`config.mk`:
```
export PLATFORM = sky130hd
export DESIGN_NAME = battle_round_ctrl_flat
export DESIGN_NICKNAME = d
export VERILOG_FILES = /design/src/rtl/game_pkg.sv /design/src/rtl/battle_round_ctrl_if.sv /design/src/rtl/round_timer.sv /design/src/rtl/battle_round_ctrl.sv /design/src/flat_wrapper.sv
export SDC_FILE = /design/constraint.sdc
export NUM_CORES = 1
export LEC_CHECK = 0
export ABC_AREA = 1
export BUFFER_PORTS_ARGS = -buffer_cell sky130_fd_sc_hd__buf_2
export CORE_AREA = 2 2 85 87
export DETAILED_ROUTE_END_ITERATION = 12
export DIE_AREA = 0 0 87 89
export GPL_ROUTABILITY_DRIVEN = 0
export PLACE_DENSITY = 0.52
export SYNTH_ARGS = -nofsm -noshare
export SYNTH_HDL_FRONTEND = slang
export SYNTH_SLANG_ARGS = --single-unit
```
`constraint.sdc`:
```
create_clock -name clk -period 2.59 [get_ports clk]
set_input_delay 0.259 -clock clk [delete_from_list [all_inputs] [get_ports clk]]
set_output_delay 0.259 -clock clk [all_outputs]
set_load 0.005 [all_outputs]
```
`src/rtl/game_pkg.sv`:
```
`default_nettype none
// ============================================================
// Package : game_pkg
// Brief   : Judge/result codes and round-sequencer state set.
// Rev     : 1.0
// ============================================================
package game_pkg;

   localparam logic [1:0] WL_NONE  = 2'b00;
   localparam logic [1:0] WL_MINE  = 2'b01;
   localparam logic [1:0] WL_ENEMY = 2'b10;
   localparam logic [1:0] WL_DRAW  = 2'b11;

   // Result codes share the judge encoding so a draw/win maps one-to-one.
   localparam logic [1:0] RES_NONE  = WL_NONE;
   localparam logic [1:0] RES_MINE  = WL_MINE;
   localparam logic [1:0] RES_ENEMY = WL_ENEMY;
   localparam logic [1:0] RES_DRAW  = WL_DRAW;

   typedef enum logic [2:0] {
      ST_IDLE   = 3'd0,
      ST_REQ    = 3'd1,
      ST_WAIT_Q = 3'd2,
      ST_ANSWER = 3'd3,
      ST_APPLY  = 3'd4,
      ST_CHECK  = 3'd5,
      ST_OVER   = 3'd6
   } state_t;

endpackage
`default_nettype wire

```
`src/rtl/battle_round_ctrl_if.sv`:
```
`default_nettype none
// ============================================================
// Interface : battle_round_ctrl_if
// Brief     : Question/judge handshake and game status bundle.
// Rev       : 1.0
// ============================================================
interface battle_round_ctrl_if #(
   parameter int HP_W   = 4,
   parameter int TIME_W = 16
);
   logic              start;
   logic              q_req;
   logic              q_ack;
   logic [1:0]        wl_in;
   logic              ans_en;
   logic [TIME_W-1:0] time_left;
   logic [HP_W-1:0]   hp_mine;
   logic [HP_W-1:0]   hp_enemy;
   logic [3:0]        round;
   logic [1:0]        result;
   logic              busy;

   modport master (
      input  start, q_ack, wl_in,
      output q_req, ans_en, time_left, hp_mine, hp_enemy, round, result, busy
   );

   modport slave (
      output start, q_ack, wl_in,
      input  q_req, ans_en, time_left, hp_mine, hp_enemy, round, result, busy
   );
endinterface
`default_nettype wire

```
`src/rtl/round_timer.sv`:
```
`default_nettype none
// ============================================================
// Module : round_timer
// Brief  : Loadable down-counter with zero flag for the answer window.
// Rev    : 1.0
// ============================================================
module round_timer #(
   parameter int TIME_W = 16
) (
   input  logic              clk,
   input  logic              rst_n,
   input  logic              load,
   input  logic [TIME_W-1:0] load_val,
   input  logic              dec,
   output logic [TIME_W-1:0] count,
   output logic              zero
);
   logic [TIME_W-1:0] r_count;

   always_ff @(posedge clk or negedge rst_n) begin
      if (!rst_n) begin
         r_count <= '0;
      end else if (load) begin
         r_count <= load_val;
      end else if (dec && (r_count != '0)) begin
         r_count <= r_count - TIME_W'(1);
      end
   end

   assign count = r_count;
   assign zero  = (r_count == '0);
endmodule
`default_nettype wire

```
`src/rtl/battle_round_ctrl.sv`:
```
`default_nettype none
// ============================================================
// Module : battle_round_ctrl
// Brief  : Round sequencer: question request, timed answer, HP damage, result.
// Rev    : 1.0
// ============================================================
module battle_round_ctrl
   import game_pkg::*;
#(
   parameter int HP_INIT    = 5,
   parameter int HP_W       = 4,
   parameter int TIME_LIMIT = 1000,
   parameter int TIME_W     = 16,
   parameter int MAX_ROUND  = 15
) (
   input  logic               clk,
   input  logic               rst_n,
   battle_round_ctrl_if.master bus
);
   localparam logic [HP_W-1:0]   c_hp_init    = HP_W'(HP_INIT);
   localparam logic [TIME_W-1:0] c_time_limit = TIME_W'(TIME_LIMIT);
   localparam logic [3:0]        c_max_round  = 4'(MAX_ROUND);

   state_t            r_state, w_state_nx;
   logic [HP_W-1:0]   r_hp_mine, w_hp_mine_nx;
   logic [HP_W-1:0]   r_hp_enemy, w_hp_enemy_nx;
   logic [3:0]        r_round, w_round_nx;
   logic [1:0]        r_result, w_result_nx;
   logic [1:0]        r_wl_cap, w_wl_cap_nx;
   logic              w_tmr_load, w_tmr_dec, w_tmr_zero;
   logic [TIME_W-1:0] w_time_left;

   round_timer #(.TIME_W(TIME_W)) u_timer (
      .clk      (clk),
      .rst_n    (rst_n),
      .load     (w_tmr_load),
      .load_val (c_time_limit),
      .dec      (w_tmr_dec),
      .count    (w_time_left),
      .zero     (w_tmr_zero)
   );

   always_ff @(posedge clk or negedge rst_n) begin
      if (!rst_n) begin
         r_state    <= ST_IDLE;
         r_hp_mine  <= c_hp_init;
         r_hp_enemy <= c_hp_init;
         r_round    <= 4'd0;
         r_result   <= RES_NONE;
         r_wl_cap   <= WL_NONE;
      end else begin
         r_state    <= w_state_nx;
         r_hp_mine  <= w_hp_mine_nx;
         r_hp_enemy <= w_hp_enemy_nx;
         r_round    <= w_round_nx;
         r_result   <= w_result_nx;
         r_wl_cap   <= w_wl_cap_nx;
      end
   end

   always_comb begin
      w_state_nx    = r_state;
      w_hp_mine_nx  = r_hp_mine;
      w_hp_enemy_nx = r_hp_enemy;
      w_round_nx    = r_round;
      w_result_nx   = r_result;
      w_wl_cap_nx   = r_wl_cap;
      w_tmr_load    = 1'b0;
      w_tmr_dec     = 1'b0;
      case (r_state)
         ST_IDLE, ST_OVER: begin
            if (bus.start) begin
               w_state_nx    = ST_REQ;
               w_hp_mine_nx  = c_hp_init;
               w_hp_enemy_nx = c_hp_init;
               w_round_nx    = 4'd0;
               w_result_nx   = RES_NONE;
            end
         end
         ST_REQ: w_state_nx = ST_WAIT_Q;
         ST_WAIT_Q: begin
            if (bus.q_ack) begin
               w_state_nx = ST_ANSWER;
               w_tmr_load = 1'b1;
            end
         end
         ST_ANSWER: begin
            // A verdict on the last window cycle beats the timeout.
            if (bus.wl_in != WL_NONE) begin
               w_wl_cap_nx = bus.wl_in;
               w_state_nx  = ST_APPLY;
            end else if (w_tmr_zero) begin
               w_wl_cap_nx = WL_NONE;
               w_state_nx  = ST_APPLY;
            end else begin
               w_tmr_dec = 1'b1;
            end
         end
         ST_APPLY: begin
            // Bit 1 of the code hits own HP, bit 0 hits the enemy.
            if (r_wl_cap[1] && (r_hp_mine != '0))  w_hp_mine_nx  = r_hp_mine - HP_W'(1);
            if (r_wl_cap[0] && (r_hp_enemy != '0)) w_hp_enemy_nx = r_hp_enemy - HP_W'(1);
            if (r_round != 4'd15) w_round_nx = r_round + 4'd1;
            w_state_nx = ST_CHECK;
         end
         ST_CHECK: begin
            w_state_nx = ST_OVER;
            if ((r_hp_mine == '0) && (r_hp_enemy == '0))  w_result_nx = RES_DRAW;
            else if (r_hp_mine == '0)                     w_result_nx = RES_ENEMY;
            else if (r_hp_enemy == '0)                    w_result_nx = RES_MINE;
            else if (r_round == c_max_round) begin
               if (r_hp_mine > r_hp_enemy)      w_result_nx = RES_MINE;
               else if (r_hp_mine < r_hp_enemy) w_result_nx = RES_ENEMY;
               else                             w_result_nx = RES_DRAW;
            end else begin
               w_state_nx = ST_REQ;
            end
         end
         default: w_state_nx = ST_IDLE;
      endcase
   end

   assign bus.q_req     = (r_state == ST_REQ);
   assign bus.ans_en    = (r_state == ST_ANSWER);
   assign bus.busy      = (r_state != ST_IDLE) && (r_state != ST_OVER);
   assign bus.time_left = w_time_left;
   assign bus.hp_mine   = r_hp_mine;
   assign bus.hp_enemy  = r_hp_enemy;
   assign bus.round     = r_round;
   assign bus.result    = r_result;
endmodule
`default_nettype wire
```
`src/flat_wrapper.sv`:
```
// flat-port wrapper written by rule: the top's interface ports become plain ports
module battle_round_ctrl_flat import game_pkg::*;
#(
   parameter int HP_INIT    = 5,
   parameter int HP_W       = 4,
   parameter int TIME_LIMIT = 1000,
   parameter int TIME_W     = 16,
   parameter int MAX_ROUND  = 15
)
  (clk, rst_n, bus_start, bus_q_ack, bus_wl_in, bus_q_req, bus_ans_en, bus_time_left, bus_hp_mine, bus_hp_enemy, bus_round, bus_result, bus_busy);
  battle_round_ctrl_if #(.HP_W(HP_W), .TIME_W(TIME_W)) bus_i ();
  input  logic clk;
  input  logic rst_n;
  input wire logic [$bits(bus_i.start)-1:0] bus_start;
  input wire logic [$bits(bus_i.q_ack)-1:0] bus_q_ack;
  input wire logic [$bits(bus_i.wl_in)-1:0] bus_wl_in;
  output wire logic [$bits(bus_i.q_req)-1:0] bus_q_req;
  output wire logic [$bits(bus_i.ans_en)-1:0] bus_ans_en;
  output wire logic [$bits(bus_i.time_left)-1:0] bus_time_left;
  output wire logic [$bits(bus_i.hp_mine)-1:0] bus_hp_mine;
  output wire logic [$bits(bus_i.hp_enemy)-1:0] bus_hp_enemy;
  output wire logic [$bits(bus_i.round)-1:0] bus_round;
  output wire logic [$bits(bus_i.result)-1:0] bus_result;
  output wire logic [$bits(bus_i.busy)-1:0] bus_busy;
  assign bus_i.start = bus_start;
  assign bus_i.q_ack = bus_q_ack;
  assign bus_i.wl_in = bus_wl_in;
  assign bus_q_req = bus_i.q_req;
  assign bus_ans_en = bus_i.ans_en;
  assign bus_time_left = bus_i.time_left;
  assign bus_hp_mine = bus_i.hp_mine;
  assign bus_hp_enemy = bus_i.hp_enemy;
  assign bus_round = bus_i.round;
  assign bus_result = bus_i.result;
  assign bus_busy = bus_i.busy;
  battle_round_ctrl #(.HP_INIT(HP_INIT), .HP_W(HP_W), .TIME_LIMIT(TIME_LIMIT), .TIME_W(TIME_W), .MAX_ROUND(MAX_ROUND)) u_core (.clk(clk), .rst_n(rst_n), .bus(bus_i));
endmodule
```
==> out/results.txt, run 1 <==
largest net degree at the start of global routing - 36
cells along the critical path - inv_1 > ha_1 > nand2_1 > nor2_1 > nand2_1 > nand3_2 > nand2_1 > o21ai_0 > nand2_1
initial antenna violation count - 0
Crit Path Class - reg -> reg
Layout Cells excl Fill - 459
setup slack after layout - 0.4401 ns
Largest stage delay, worst path - 0.64 ns
Max clock buf depth - 2
WP data arrival - 2.38 ns
CTS Hold Bufs - 0
Setup TNS - 0 ns
final hold violation count - 0
Tot Pwr - 3.315 mW
Leakage - 1.529 nW
first-pass GRT wire length - 9963 um
switching pwr - 1.582 mW
PwrDens - 1223 nW/um2
YS warnings - 0
1st-iter DRT viols - 79
Final Skew - 0.007045 ns
ratio of cells with drive above 1 in the final layout - 19.79%
Post-Place Cells - 451
wl on met1 - 2762 um
global-route usage over all layers - 16.38%
Core Region - 6719 um2
Cells after Synth - 337
CP max FO - 20
postcts setup bufs - 0
Root Driver - clkbuf_8
ratio of final minimum period to clock period - 83.01%
CP Capture Type - register
n_diodes - 0
post-synthesis cell type count - 29
Slew Viols, Final - 0
placed wire-length estimate - 4118 um
final net count - 393
Req. time, crit path - 2.82 ns
Post-CTS Resized - 0
FF+latch count, synth - 35
# DRC - 0
WL met3 - 176 um
Synth Cell Area - 2331 um2
die width - 87 um
startpoint types - register
setup violators final - 0
crit-path leading delay family - simple AND/OR/NAND/NOR gates
Area growth syn-to-layout - 16.26%
met2 wire length - 2702 um
# rows - 30
critical path's most frequent cell - nand2_1
filler cell count in the final layout - 714
Clock power frac - 15.9%
WL/cell - 12.45 um
Die H - 89 um
status - finished clean
Syn Nets - 352
Peak Freq - 0.4651 GHz
Seq pwr share - 30.8%
starting density of the core - 34.69%
top sig layer - met4
htree depth - 2
GRT overflow - 0
min cycle time layout - 2.150 ns
vias in the first global route - 2083
input/output buffers - 38
Max VDD drop - 0.5057 mV
Routed Wire Length - 5715 um
Worst-path clk slew - 0.08 ns
Worst Path Buf+Inv - 1
Synth Area per Inst - 6.917 um2
Slowest-stage cell, CP - nand2_1
IO Pins - 39
Hold WC Path Type - in -> async
Clk Latency, worst-skew pair - 0.29 ns
pre-CTS setup slack - 0.4510 ns
Logic pwr share - 53.3%
routed vias/inst - 4.699
max_cap viols - 0
Rel. slew slack - 45.83%
switching fraction of total power - 47.72%
via count - 2157
sequential area share after synthesis - 37.79%
RSZ-0062 raised after global routing - no
TritonCTS Buffers - 5
die area - 7743 um2
Final ANT Viol Nets - 0
Worst-Margin Slew - 0.8126 ns
First-pass DRT Iterations - 4
Clock Sink Count - 35
CTS tree - done
internal power - 1.733 mW
hold_ws - 0.05005 ns
==> cell usage in the layout (no fill, tap or decap), types with 9 or more instances in the layout <==
cell type / instances
inv_1: 31
nand2_1: 116
nand3_1: 32
ha_1: 9
o21ai_0: 11
dfrtp_1: 31
o21ai_1: 11
buf_2: 38
nor2_1: 40
==> kinds of logic (layout without fill, tap and decap cells) <==
kind of cell             Yosys count  after routing  synth area share, %
adder cells (fa/ha/maj)            9              9                4.831
AO/OA/AOI/OAI                     30             30                6.656
buffers and inverters             42             84                7.622
AND/OR/NAND/NOR                  217            217                41.60
flip-flops                        35             35                37.79
XOR/XNOR                           4              4                1.503
==> routing by layer <==
layer	GRT usage (%)	vias to the layer above
li1	-	1146
met1	21.67	971
met2	26.72	33
met3	3.232	7
met4	5.824	0
met5	0	-
==> worst register-to-register path, cell delays in order (launching register included) <==
cell	delay, ns
dfrtp_1	0.37
inv_1	0.10
ha_1	0.21
nand2_1	0.07
nor2_1	0.04
nand2_1	0.09
nand3_2	0.27
nand2_1	0.65
o21ai_0	0.19
nand2_1	0.10
==> sequential cells by signal, summed over array words and instances (netlist names) <==
name,cells
u_core.u_timer.count,16
u_core.bus.hp_enemy,4
u_core.bus.hp_mine,4
u_core.bus.round,4
u_core.r_state,3
u_core.bus.result,2
u_core.r_wl_cap,2
==> metrics by stage <==
step | area [um2] | utilization [%]
finish | 2710 | 40.34
global route | 2710 | 40.34
floorplan | 2331 | -
global placement | 2592 | 38.58
CTS | 2710 | 40.34
detailed placement | 2592 | 38.58
==> path summary, 6_finish.rpt <==
path	from	slack [ns]	end	depth (start not counted)
worst max register to register	u_core.u_timer.count[0]	0.44	u_core.u_timer.count[5]	9
worst min register to register	u_core.r_wl_cap[1]	0.48	u_core.r_wl_cap[1]	2
worst min-delay path	rst_n	0.05	u_core.bus.hp_mine[1]	1
worst max-delay path	u_core.u_timer.count[0]	0.44	u_core.u_timer.count[5]	9
min in group clk	bus_wl_in[1]	0.18	u_core.r_wl_cap[1]	3
max in group asynchronous	rst_n	2.02	u_core.u_timer.count[14]	1
==> cells in the mapped netlist (all sizes together) <==
cell / count / area, um2
buf: 5 / 36.28
inv: 37 / 141.4
nand2: 121 / 466.7
o21ai: 22 / 110.1
nand3: 35 / 190.2
a21oi: 6 / 30.03
xnor2: 1 / 8.760
nand3b: 3 / 26.27
o21bai: 2 / 15.01
nand4: 3 / 18.77
dfrtp: 31 / 775.7
xor2: 3 / 26.28
or2: 6 / 37.53
dfstp: 4 / 105.1
ha: 9 / 112.6
nor2: 45 / 210.2
nor3: 4 / 20.02
==> layout make-up <==
type | count | area [um2] | share of cell area [%]
Tap cell | 80 | 100.1 | 3.693
Multi-Input combinational cell | 260 | 1272 | 46.95
Clock buffer | 6 | 82.58 | 3.047
Clock inverter | 2 | 35.03 | 1.293
Inverter | 37 | 141.4 | 5.217
Sequential cell | 35 | 880.8 | 32.50
Timing Repair Buffer | 39 | 197.7 | 7.295
==> power by group through the flow <==
| stage | logic, mW | registers, mW | clock network, mW |
|---|---|---|---|
| 2_1_floorplan | 1.30 | 0.990 | 0 |
| 3_3_place_gp | 1.78 | 1.02 | 0 |
| 3_5_place_dp | 1.78 | 1.02 | 0 |
| 4_1_cts | 1.79 | 1.02 | 0.540 |
| 5_1_grt | 2.09 | 1.05 | 0.565 |
| 6_report | 1.77 | 1.02 | 0.528 |
Power figures use the tool's default switching activity.
==> run 2, diff against run 1 <==
- ABC_AREA: 1 -> 0
- CORE_AREA: 2 2 85 87 -> 2 2 80 82
- DIE_AREA: 0 0 87 89 -> 0 0 82 84
- PLACE_DENSITY: 0.52 -> 0.53
- clock period: 2.59 -> 2.2 ns (I/O delays scaled with it)
==> out/results.txt, run 2 <==
status - finished clean
WP data arrival - 2.20 ns
Crit Path Class - reg -> reg
1st-iter DRT viols - 65
CP Capture Type - register
WL/cell - 14.45 um
Slowest-stage cell, CP - or4b_1
Worst Path Buf+Inv - 1
final net count - 285
PwrDens - 1093 nW/um2
min cycle time layout - 2.026 ns
First-pass DRT Iterations - 4
Largest stage delay, worst path - 0.51 ns
# rows - 29
Util after Layout - 41.17%
GRT overflow - 0
Post-synth top cells - dfrtp_1, nor2_1, nand2_1
Root Driver - clkbuf_8
global-route usage over all layers - 15.96%
Req. time, crit path - 2.37 ns
max_cap viols - 0
largest cells by area after synthesis - dfrtp_1, ha_1, dfstp_2, xnor2_1, nor2_1
Slew Viols, Final - 0
Synth Cell Area - 2068 um2
CP max FO - 7
placed wire-length estimate - 3714 um
r2r setup slk - 0.17 ns
internal power - 1.680 mW
input/output buffers - 38
ys flop type - dfrtp_1
Reg area - 880.8 um2
ratio of cells with drive above 1 in the final layout - 23.99%
Worst-Margin Slew - 0.7886 ns
n_diodes - 0
FF+latch count, synth - 35
Clock Sink Count - 35
first-pass GRT wire length - 8535 um
largest net degree at the start of global routing - 36
starting density of the core - 33.93%
RSZ-0062 raised after global routing - yes
final instance area - 2510 um2
IO Pins - 39
Setup TNS - 0 ns
hold_ws - 0.004538 ns
Die H - 84 um
GR met3 Demand/Resource - 3.463%
Synth Area per Inst - 9.233 um2
GRT met1 Usage - 20.92%
Post-CTS Resized - 0
routed vias/inst - 5.144
most frequent cell after synthesis - dfrtp_1
TritonCTS Buffers - 5
startpoint types - register
Post-Place Cells - 340
Final Skew - 0.01203 ns
Leakage - 1.137 nW
Clock power frac - 22.4%
Routed Wire Length - 5028 um
Seq pwr share - 35.4%
Area growth syn-to-layout - 21.36%
die width - 82 um
Core Region - 6096 um2
die area - 6888 um2
EDFF count, synth - 0
Max VDD drop - 0.5448 mV
Async S/R FF share, synth - 100.0%
most common cell after layout, fill and taps aside - buf_2
Cells after Synth - 224
CTS tree - done
Clk Latency, worst-skew pair - 0.29 ns
setup slack after layout - 0.1742 ns
switching fraction of total power - 38.75%
Peak Freq - 0.4936 GHz
Max clock buf depth - 2
htree depth - 2
Worst-path clk slew - 0.08 ns
Post-DP Area - 2387 um2
sequential area share after synthesis - 42.59%
Layout Cells excl Fill - 348
vias in the first global route - 1799
busiest grt layer - met2
ratio of final minimum period to clock period - 92.08%
pre-CTS setup slack - 0.1333 ns
post-synthesis cell type count - 49
via count - 1790
Tot Pwr - 2.744 mW
cell taking the most area after synthesis - dfrtp_1
cells along the critical path - inv_1 > ha_1 > or4b_1 > nor4_2 > nand2_1 > nor3b_1 > a211o_1
switching pwr - 1.063 mW
global routing met2 resource utilization - 26.02%
Final ANT Viol Nets - 0
crit-path leading delay family - simple AND/OR/NAND/NOR gates
final hold violation count - 0
Rel. slew slack - 47.43%
top-area cell type share of the netlist area - 37.51%
# DRC - 0
Logic pwr share - 42.3%
YS warnings - 0
Hold WC Path Type - in -> async
Largest register FFs - 16
commonest non-fill, non-tap cells in the layout - buf_2, dfrtp_1, nor2_1, nand2_1
setup violators final - 0
CTS Hold Bufs - 0
Syn Nets - 239
area of the multi-input gates - 1124 um2
filler cell count in the final layout - 635
initial antenna violation count - 0
postcts setup bufs - 0
[run 2: cell types whose count changed in the layout (fill, tap and decap cells not counted), sizes merged, moves of 5 or more]
cell,change
nand2,-102
inv,-26
nand3,-25
nor2,-25
o21ai,-10
xnor2,+9
buf,+7
nor3,+7
nor4,+7
or2,-6
nand2b,+5
[run 2: cell families after synthesis]
family	Yosys count	synth area share, %
flip-flops	35	42.59
AO/OA/AOI/OAI	45	14.82
multiplexers	3	1.452
AND/OR/NAND/NOR	102	27.29
buffers and inverters	18	3.327
adder cells (fa/ha/maj)	9	5.445
XOR/XNOR	12	5.082
[run 2: final timing paths]
path,from,end,depth (start not counted)
worst max register to register,u_core.u_timer.count[0],u_core.u_timer.count[7],7
worst max-delay path,u_core.u_timer.count[0],u_core.u_timer.count[7],7
worst min-delay path,rst_n,u_core.bus.hp_mine[1],1
max in group asynchronous,rst_n,u_core.u_timer.count[13],1
worst min register to register,u_core.r_wl_cap[1],u_core.r_wl_cap[1],1
min in group clk,bus_wl_in[1],u_core.r_wl_cap[1],2
[run 2: area by class of cell]
type / instances / share of cell area (%)
Clock inverter: 2 / 1.396
Inverter: 11 / 1.645
Multi-Input combinational cell: 171 / 44.77
Timing Repair Buffer: 46 / 9.970
Tap cell: 77 / 3.838
Sequential cell: 35 / 35.09
Clock buffer: 6 / 3.290
[run 2: routing by layer]
| layer | vias to the layer above | routed length, um |
|---|---|---|
| li1 | 912 | - |
| met1 | 832 | 2330 |
| met2 | 39 | 2406 |
| met3 | 7 | 229 |
| met4 | 0 | 62 |
| met5 | - | 0 |
[run 2: power by group through the flow]
stage                     Combinational, mW  Clock, mW  Sequential [mW]
after floorplan                       0.757          0            0.961
after global placement                 1.16          0            0.979
after detailed placement               1.17          0            0.982
after CTS                              1.17      0.633            0.970
after global routing                   1.32      0.660            0.999
final                                  1.16      0.613            0.971
